`src/rtl/alu_issue_arbiter.sv`:
```
// ---------------------------------------------------------------------------
// alu_issue_arbiter
//
// Shares the single EX-stage ALU between two requesters:
//   port 0 : main pipeline (IDEX), fixed priority
//   port 1 : SIMD loop / coprocessor engine, protected by a starvation counter
//
// One op is arbitrated per cycle and registered into an issue stage. The
// issue stage drives the combinational ALU. The ALU outputs are captured into
// a response stage, which pulses rsp_valid to the port that owns the op.
//   accept at T -> ALU driven at T+1 -> rsp_valid[owner] at T+2
//
// Optional feature (compile-time macro ALU_ARB_LOCK_EN):
//   An accepted transfer with req_lock[i]=1 locks the grant to port i. The
//   lock is released by that port's next accepted transfer with req_lock[i]=0.
//   While the lock is held, the other port is never ready and the starvation
//   counter is frozen. When the macro is undefined, req_lock is ignored and no
//   lock state exists.
//
// Parameters
//   OP_W      ALU opcode width
//   DATA_W    operand / result width
//   MAX_WAIT  waiting cycles of port 1 before it preempts port 0 (1..15)
//
// Ports
//   clk, rst_n           clock, asynchronous active-low reset
//   stall                global EX stall; freezes the issue and response stages
//   req_valid[1:0]       per-port request valid
//   req_ready[1:0]       per-port accept (one-hot or zero, combinational)
//   req_lock[1:0]        per-port lock request (ALU_ARB_LOCK_EN only)
//   req{0,1}_op/s1/s2    per-port opcode and operands
//   alu_op/s1/s2         issue-stage outputs to the ALU (0 when the stage is empty)
//   alu_result           ALU data result (same cycle)
//   alu_branch_flag      ALU branch-taken flag
//   alu_ic_en            ALU recognised the op
//   rsp_valid[1:0]       one-cycle response pulse to the owning port
//   rsp_data             registered result (0 for an unrecognised op)
//   rsp_branch           registered branch flag
//   rsp_err              1 when the ALU did not recognise the op
// ---------------------------------------------------------------------------
module alu_issue_arbiter #(
   parameter int OP_W     = 5,
   parameter int DATA_W   = 64,
   parameter int MAX_WAIT = 4
) (
   input  logic              clk,
   input  logic              rst_n,
   input  logic              stall,
   input  logic [1:0]        req_valid,
   output logic [1:0]        req_ready,
   input  logic [1:0]        req_lock,
   input  logic [OP_W-1:0]   req0_op,
   input  logic [DATA_W-1:0] req0_s1,
   input  logic [DATA_W-1:0] req0_s2,
   input  logic [OP_W-1:0]   req1_op,
   input  logic [DATA_W-1:0] req1_s1,
   input  logic [DATA_W-1:0] req1_s2,
   output logic [OP_W-1:0]   alu_op,
   output logic [DATA_W-1:0] alu_s1,
   output logic [DATA_W-1:0] alu_s2,
   input  logic [DATA_W-1:0] alu_result,
   input  logic              alu_branch_flag,
   input  logic              alu_ic_en,
   output logic [1:0]        rsp_valid,
   output logic [DATA_W-1:0] rsp_data,
   output logic              rsp_branch,
   output logic              rsp_err
);

   localparam logic [3:0] MAX_WAIT_C = 4'(MAX_WAIT);

   logic [1:0]        grant;
   logic [3:0]        starve_cnt;

   logic              issue_valid;
   logic              issue_owner;   // 0 = port 0, 1 = port 1
   logic [OP_W-1:0]   issue_op;
   logic [DATA_W-1:0] issue_s1;
   logic [DATA_W-1:0] issue_s2;

   logic [OP_W-1:0]   sel_op;
   logic [DATA_W-1:0] sel_s1;
   logic [DATA_W-1:0] sel_s2;

   logic              lock_active;
   logic              lock_owner;

   // ------------------------------------------------------------------------
   // Optional grant lock
   // ------------------------------------------------------------------------
`ifdef ALU_ARB_LOCK_EN
   // grant is non-zero only when a transfer actually happens (it already
   // folds in stall and req_valid), so it doubles as the transfer strobe.
   always_ff @(posedge clk or negedge rst_n) begin
      if (!rst_n) begin
         lock_active <= 1'b0;
         lock_owner  <= 1'b0;
      end else if (|grant) begin
         if (req_lock[grant[1]]) begin
            lock_active <= 1'b1;
            lock_owner  <= grant[1];
         end else if (lock_active && (lock_owner == grant[1])) begin
            lock_active <= 1'b0;
         end
      end
   end
`else
   assign lock_active = 1'b0;
   assign lock_owner  = 1'b0;

   logic unused_lock;
   assign unused_lock = ^req_lock;
`endif

   // ------------------------------------------------------------------------
   // Grant: port 0 has priority unless port 1 has waited MAX_WAIT cycles.
   // Reset also forces req_ready low so nothing is accepted while in reset.
   // ------------------------------------------------------------------------
   // NOTE: every signal written in an always_comb gets a default first, so
   // no path leaves it unassigned and no latch is inferred.
   always_comb begin
      grant = 2'b00;
      if (rst_n && !stall) begin
         if (lock_active) begin
            if (lock_owner) grant[1] = req_valid[1];
            else            grant[0] = req_valid[0];
         end else if ((starve_cnt == MAX_WAIT_C) && req_valid[1]) begin
            grant = 2'b10;
         end else if (req_valid[0]) begin
            grant = 2'b01;
         end else if (req_valid[1]) begin
            grant = 2'b10;
         end
      end
   end

   assign req_ready = grant;

   // ------------------------------------------------------------------------
   // Starvation counter (saturating). Frozen during stall and while locked.
   // ------------------------------------------------------------------------
   // NOTE: state registers use non-blocking assignments so every flop samples
   // the values from before the edge, independent of block ordering.
   always_ff @(posedge clk or negedge rst_n) begin
      if (!rst_n) begin
         starve_cnt <= 4'd0;
      end else if (!stall && !lock_active) begin
         if (grant[1] || !req_valid[1]) begin
            starve_cnt <= 4'd0;
         end else if (starve_cnt != 4'hF) begin
            starve_cnt <= starve_cnt + 4'd1;
         end
      end
   end

   // ------------------------------------------------------------------------
   // Issue stage: loads the granted op, or zeroes itself when nothing is
   // granted so the ALU sees op 0 and zero operands while idle.
   // ------------------------------------------------------------------------
   always_comb begin
      sel_op = '0;
      sel_s1 = '0;
      sel_s2 = '0;
      if (grant[1]) begin
         sel_op = req1_op;
         sel_s1 = req1_s1;
         sel_s2 = req1_s2;
      end else if (grant[0]) begin
         sel_op = req0_op;
         sel_s1 = req0_s1;
         sel_s2 = req0_s2;
      end
   end

   // NOTE: every flop here is reset; issue and response contents must be
   // discarded on reset so no stale op produces a response pulse.
   always_ff @(posedge clk or negedge rst_n) begin
      if (!rst_n) begin
         issue_valid <= 1'b0;
         issue_owner <= 1'b0;
         issue_op    <= '0;
         issue_s1    <= '0;
         issue_s2    <= '0;
      end else if (!stall) begin
         issue_valid <= |grant;
         issue_owner <= grant[1];
         issue_op    <= sel_op;
         issue_s1    <= sel_s1;
         issue_s2    <= sel_s2;
      end
   end

   assign alu_op = issue_op;
   assign alu_s1 = issue_s1;
   assign alu_s2 = issue_s2;

   // ------------------------------------------------------------------------
   // Response stage: captures the ALU outputs for a valid issue op on a
   // non-stall cycle. During stall the pulse is suppressed and the payload
   // held; the op is still in the issue stage and is reported once the stall
   // drops. An unrecognised op reports rsp_err with zero data and no branch.
   // ------------------------------------------------------------------------
   always_ff @(posedge clk or negedge rst_n) begin
      if (!rst_n) begin
         rsp_valid  <= 2'b00;
         rsp_data   <= '0;
         rsp_branch <= 1'b0;
         rsp_err    <= 1'b0;
      end else if (stall) begin
         rsp_valid  <= 2'b00;
      end else if (issue_valid) begin
         rsp_valid  <= issue_owner ? 2'b10 : 2'b01;
         rsp_data   <= alu_ic_en ? alu_result : '0;
         rsp_branch <= alu_ic_en & alu_branch_flag;
         rsp_err    <= ~alu_ic_en;
      end else begin
         rsp_valid  <= 2'b00;
      end
   end

endmodule

```
`config.mk`:
```
export PLATFORM = sky130hd
export DESIGN_NAME = alu_issue_arbiter
export DESIGN_NICKNAME = d
export VERILOG_FILES = /design/src/rtl/alu_issue_arbiter.sv
export SDC_FILE = /design/constraint.sdc
export NUM_CORES = 1
export LEC_CHECK = 0
export ABC_AREA = 1
export ABC_CLOCK_PERIOD_IN_PS = 3050
export CAP_MARGIN = 20
export CORE_AREA = 2 2 210 212
export DETAILED_ROUTE_END_ITERATION = 12
export DIE_AREA = 0 0 212 214
export DONT_BUFFER_PORTS = 1
export PLACE_DENSITY = 0.3
export SYNTH_ARGS = -nofsm -noshare
export SYNTH_HDL_FRONTEND = slang
export SYNTH_SLANG_ARGS = --single-unit
```
`constraint.sdc`:
```
create_clock -name clk -period 3.05 [get_ports clk]
set_input_delay 0.4575 -clock clk [delete_from_list [all_inputs] [get_ports clk]]
set_output_delay 0.4575 -clock clk [all_outputs]
set_load 0.005 [all_outputs]
```
* Word level (Yosys, flattened, before mapping)
Cells that the tools add are included.
** Operators by class
- $add $sub $neg :: 1
- Equality and inequality tests :: 2
- Mux-type cells :: 16
- Bitwise logic cells :: 3
- Reduce and logical (&&, ||, !) cells :: 9
** Operators with widths (count)
- 64-bit two-way mux :: 5
- 2-bit two-way mux :: 7
- 5-bit two-way mux :: 2
- 4-bit two-way mux :: 2
- 4-bit by 1-bit adder with 4-bit output, second input constant :: 1
- 4-bit by 3-bit == test with 1-bit output, second input constant :: 1
- 4-bit != test, second input constant :: 1
- 2-bit AND reduction :: 2
- 1-bit logical AND :: 2
- 1-bit zero test :: 2
- 1-bit NOT :: 2
- 2-bit nonzero test :: 1
- 2-bit OR reduction :: 1
- 1-bit AND :: 1
- 1-bit logical OR :: 1
** Word-level totals
- Register bits :: 207
- Output and inout bits :: 203
- Word-level logic and storage cells :: 41

* Logic depth before layout (Yosys ltp)
- Word-level depth :: 7
- Gate-level depth with buffers :: 12
- Mapped depth without buffers :: 11

* Worst setup path after synthesis
Ideal clock, no wire load.
- Path type :: input -> output
- Start point :: input port stall
- End point :: output port req_ready[0]
- Arrival time :: 1.255 ns
- Data required time :: 2.592 ns
- Slack :: 1.337 ns
- Stages on the path :: 8
- Path through :: buf_4 inv_6 nand2_2 nor2_2 nand2_2 inv_2 buf_6 buf_4
** Between the ends
- Word-level cells in the longest chain between the ends :: 3
** Ends and longest elaborated chain
- start: declaration :: RTL line 48 : input logic stall,
- 1-bit zero test
- 1-bit logical AND :: RTL line 123 : if (rst_n && !stall) begin
- 2-bit two-way mux :: RTL line 123
- end: declaration :: RTL line 50 : output logic [1:0] req_ready,
No other way between the ends.

* Worst setup path in the final report
- Start point :: register starve_cnt[0]
- End point :: output port req_ready[0]
** Between the ends
- Word-level cells in the longest chain between the ends :: 4
** Ends and longest elaborated chain
- start: declaration :: RTL line 73 : logic [3:0] starve_cnt;
- start signal: assignment :: RTL line 151 : starve_cnt <= starve_cnt + 4'd1;
- 4-bit by 3-bit == test with 1-bit output :: RTL line 127 : end else if ((starve_cnt == MAX_WAIT_C) && req_valid[1]) begin
- 1-bit logical AND :: RTL line 127
- 2-bit two-way mux :: RTL line 127
- 2-bit two-way mux :: RTL line 123
No other way between the ends.

==> flow_summary.json <==
{
  "status": "finished, violations left",
  "failed_checks": "negative hold slack",
  "dp_cells": 1335,
  "viasPerCell": 4.33,
  "place.gp.congestion": 0.732,
  "fin_skew_ns": 0.0144,
  "dp_slack_ns": 1.01,
  "clock_latency_ns": 0.54,
  "period_share": 0.842,
  "grt_max_degree": 209,
  "synth-main-ff-cell": "dfrtp_1",
  "cts_buffers": 26,
  "cts.sink_count": 207,
  "cts_max_path_buffers": 3,
  "hpwlAfterDp_mm": 21.0,
  "grt_pass1_wl_mm": 43.2,
  "reg2reg_setup_slack_ns": 0.88,
  "syn_to_final_growth_pct": 17.1,
  "start_util": 0.201,
  "num_vias": 6010,
  "firstDrtPassIters": 7,
  "synth_area_leaders": "dfrtp_1, nand2_1, a22o_1, a22oi_1, a22oi_2",
  "power.leakage_nw": 4.78,
  "tightestPinTransition_ns": 0.945,
  "cap_violations": 0,
  "synth_common_cells": "nand2_1, dfrtp_1, a22oi_1",
  "cp-end-kind": "output pin",
  "drtIter0Drc": 465,
  "post-synth-top-area-cell": "dfrtp_1",
  "dr_wl_met2_mm": 15.0,
  "n_fill_cell": 4557,
  "cts_tree": "built",
  "instances_no_fill": 1389,
  "worst_setup_path_start_kind": "register",
  "setup_slack_ns": 0.482,
  "coreArea_sq_mm": 0.0429,
  "path_max_fanout": 134,
  "numPortBuffers": 0,
  "synth_top_area_share": 0.602,
  "regArea_sq_mm": 0.00518,
  "r2r_end": "alu_s2[49]",
  "avgSynthCellArea_sq_um": 10.7,
  "power_density_mw_per_mm2": 712,
  "final_hold_viol_count": 207,
  "grt_setup_unrepaired": "no",
  "r2r_start": "starve_cnt[0]",
  "max_slew_margin": 0.370,
  "drv_slew": 0,
  "ff2ff_path_depth": 10,
  "die-area_sq_mm": 0.0454,
  "drive_gt1_frac": 0.122,
  "synth_edf_count": 0,
  "wl_met3_mm": 2.65,
  "wl_met1_mm": 11.6,
  "critPathRequiredTime_ns": 2.59,
  "fp.dieH_um": 214,
  "grt_usage": 0.126,
  "synth_cells": 802,
  "cp.arrival_ns": 2.11,
  "grt_antenna_before_repair": 1,
  "ctsRootBufferMaster": "clkbuf_16",
  "ys.warnings.count": 0,
  "gr-total-overflow": 0,
  "p_total_w": 0.00718,
  "htreeDepth": 1,
  "fin_crit_ns": 2.57,
  "ir_drop_uv": 376,
  "drt-total-wl_mm": 29.9,
  "synth_most_common_cell": "nand2_1",
  "multi_input_area_sq_mm": 0.00299,
  "synth_cell_types": 24,
  "fp.dieW_um": 212,
  "rows": 76,
  "holdWs_ns": -0.389,
  "hp-class": "in2async",
  "fin_setup_tns_ns": 0,
  "final_nets": 1127,
  "grt_pass1_vias": 6164,
  "yosys_register_bits": 207,
  "cts_resized": 0,
  "fmax_mhz": 389,
  "wl_per_cell_um": 21.5,
  "setup_violations": 0,
  "syn_nets": 1143,
  "synthesis.area_sq_mm": 0.00861,
  "yosysSeqAreaShare": 0.602,
  "cts.clk_slew.worst_paths_ns": 0.06,
  "routed.top_layer": "met4",
  "cp-startpoint": "starve_cnt[0]",
  "ys_async_sr_fraction": 1.00,
  "io_pins": 542,
  "path_class": "reg2out",
  "detail-route-antenna-nets": 0,
  "drc": 0
}
==> cell families after synthesis <==
| group | synth area share |
|---|---|
| buffers and inverters | 0.0507 |
| XOR/XNOR | 0.00204 |
| AND/OR/NAND/NOR | 0.155 |
| AO/OA/AOI/OAI | 0.187 |
| adder cells (fa/ha/maj) | 0.00291 |
| flip-flops | 0.602 |
==> placed cells by master, fill, tap and decap left out, drive strengths merged <==
master	Yosys	final
xnor2	1	1
a21oi	1	1
inv	14	14
dlygate4sd3	0	8
nand3	25	25
buf	39	5
nand4	4	4
a22oi	112	112
diode	0	1
ha	2	2
xor2	1	1
bufinv	0	5
nor2	6	6
a22o	65	65
nand2	306	306
clkbuf	18	36
o21ai	1	1
clkinv	0	4
dfrtp	207	207
==> through the flow <==
step	area [sq um]	utilization
floorplan	8610	-
global placement	9050	0.211
detailed placement	9050	0.211
CTS	10100	0.234
global route	10100	0.235
finish	10100	0.235
==> registers in the layout, summed over array words and instances, names as in the netlist <==
register and cells:
alu_op 5, alu_s1 64, alu_s2 64, issue_owner 1, issue_valid 1, rsp_branch 1
rsp_data 64, rsp_err 1, rsp_valid 2, starve_cnt 4
==> layout make-up <==
class | instances | share of cell area
clock buffers | 36 | 0.0764
flip-flops and latches | 207 | 0.514
clock inverters | 9 | 0.0169
inverters | 14 | 0.00621
well taps | 585 | 0.0727
multi-input cells | 524 | 0.297
repair buffers | 13 | 0.0166
diodes | 1 | 0.000248
==> layer usage <==
metal / vias up / GRT usage
met2: 304 / 0.218
met1: 2930 / 0.147
met3: 34 / 0.0387
li1: 2742 / -
met5: - / 0
met4: 0 / 0.0392
==> worst max-delay path, stage by stage (launching register included) <==
cell and delay (ns):
dfrtp_1 0.38, inv_1 0.07, ha_1 0.19, nand2_1 0.05
inv_1 0.03, nand2_1 0.10, nand2_2 0.09, inv_4 0.06
buf_12 0.30
==> worst max path at each step <==
stage	end	depth (start not counted)	slack, ns
2_1_floorplan	req_ready[0]	8	1.34
3_3_place_gp	alu_s2[54]	10	1.01
3_5_place_dp	alu_s2[54]	10	1.01
4_1_cts	req_ready[0]	8	0.46
5_1_grt	req_ready[0]	8	0.36
6_report	req_ready[0]	8	0.48
==> power by group <==
group	total [W]	internal [W]	switching [W]
clock network	0.00338	0.00216	0.00121
logic	0.000440	0.000227	0.000213
registers	0.00336	0.00305	0.000307
==> repair_timing <==
action / CTS / global route
setup endpoints to repair: 0 / 0
hold buffers: 6 / 2
setup buffers: 0 / 0
hold endpoints to repair: 213 / 209
No activity file was read; power rests on OpenSTA's default activity.
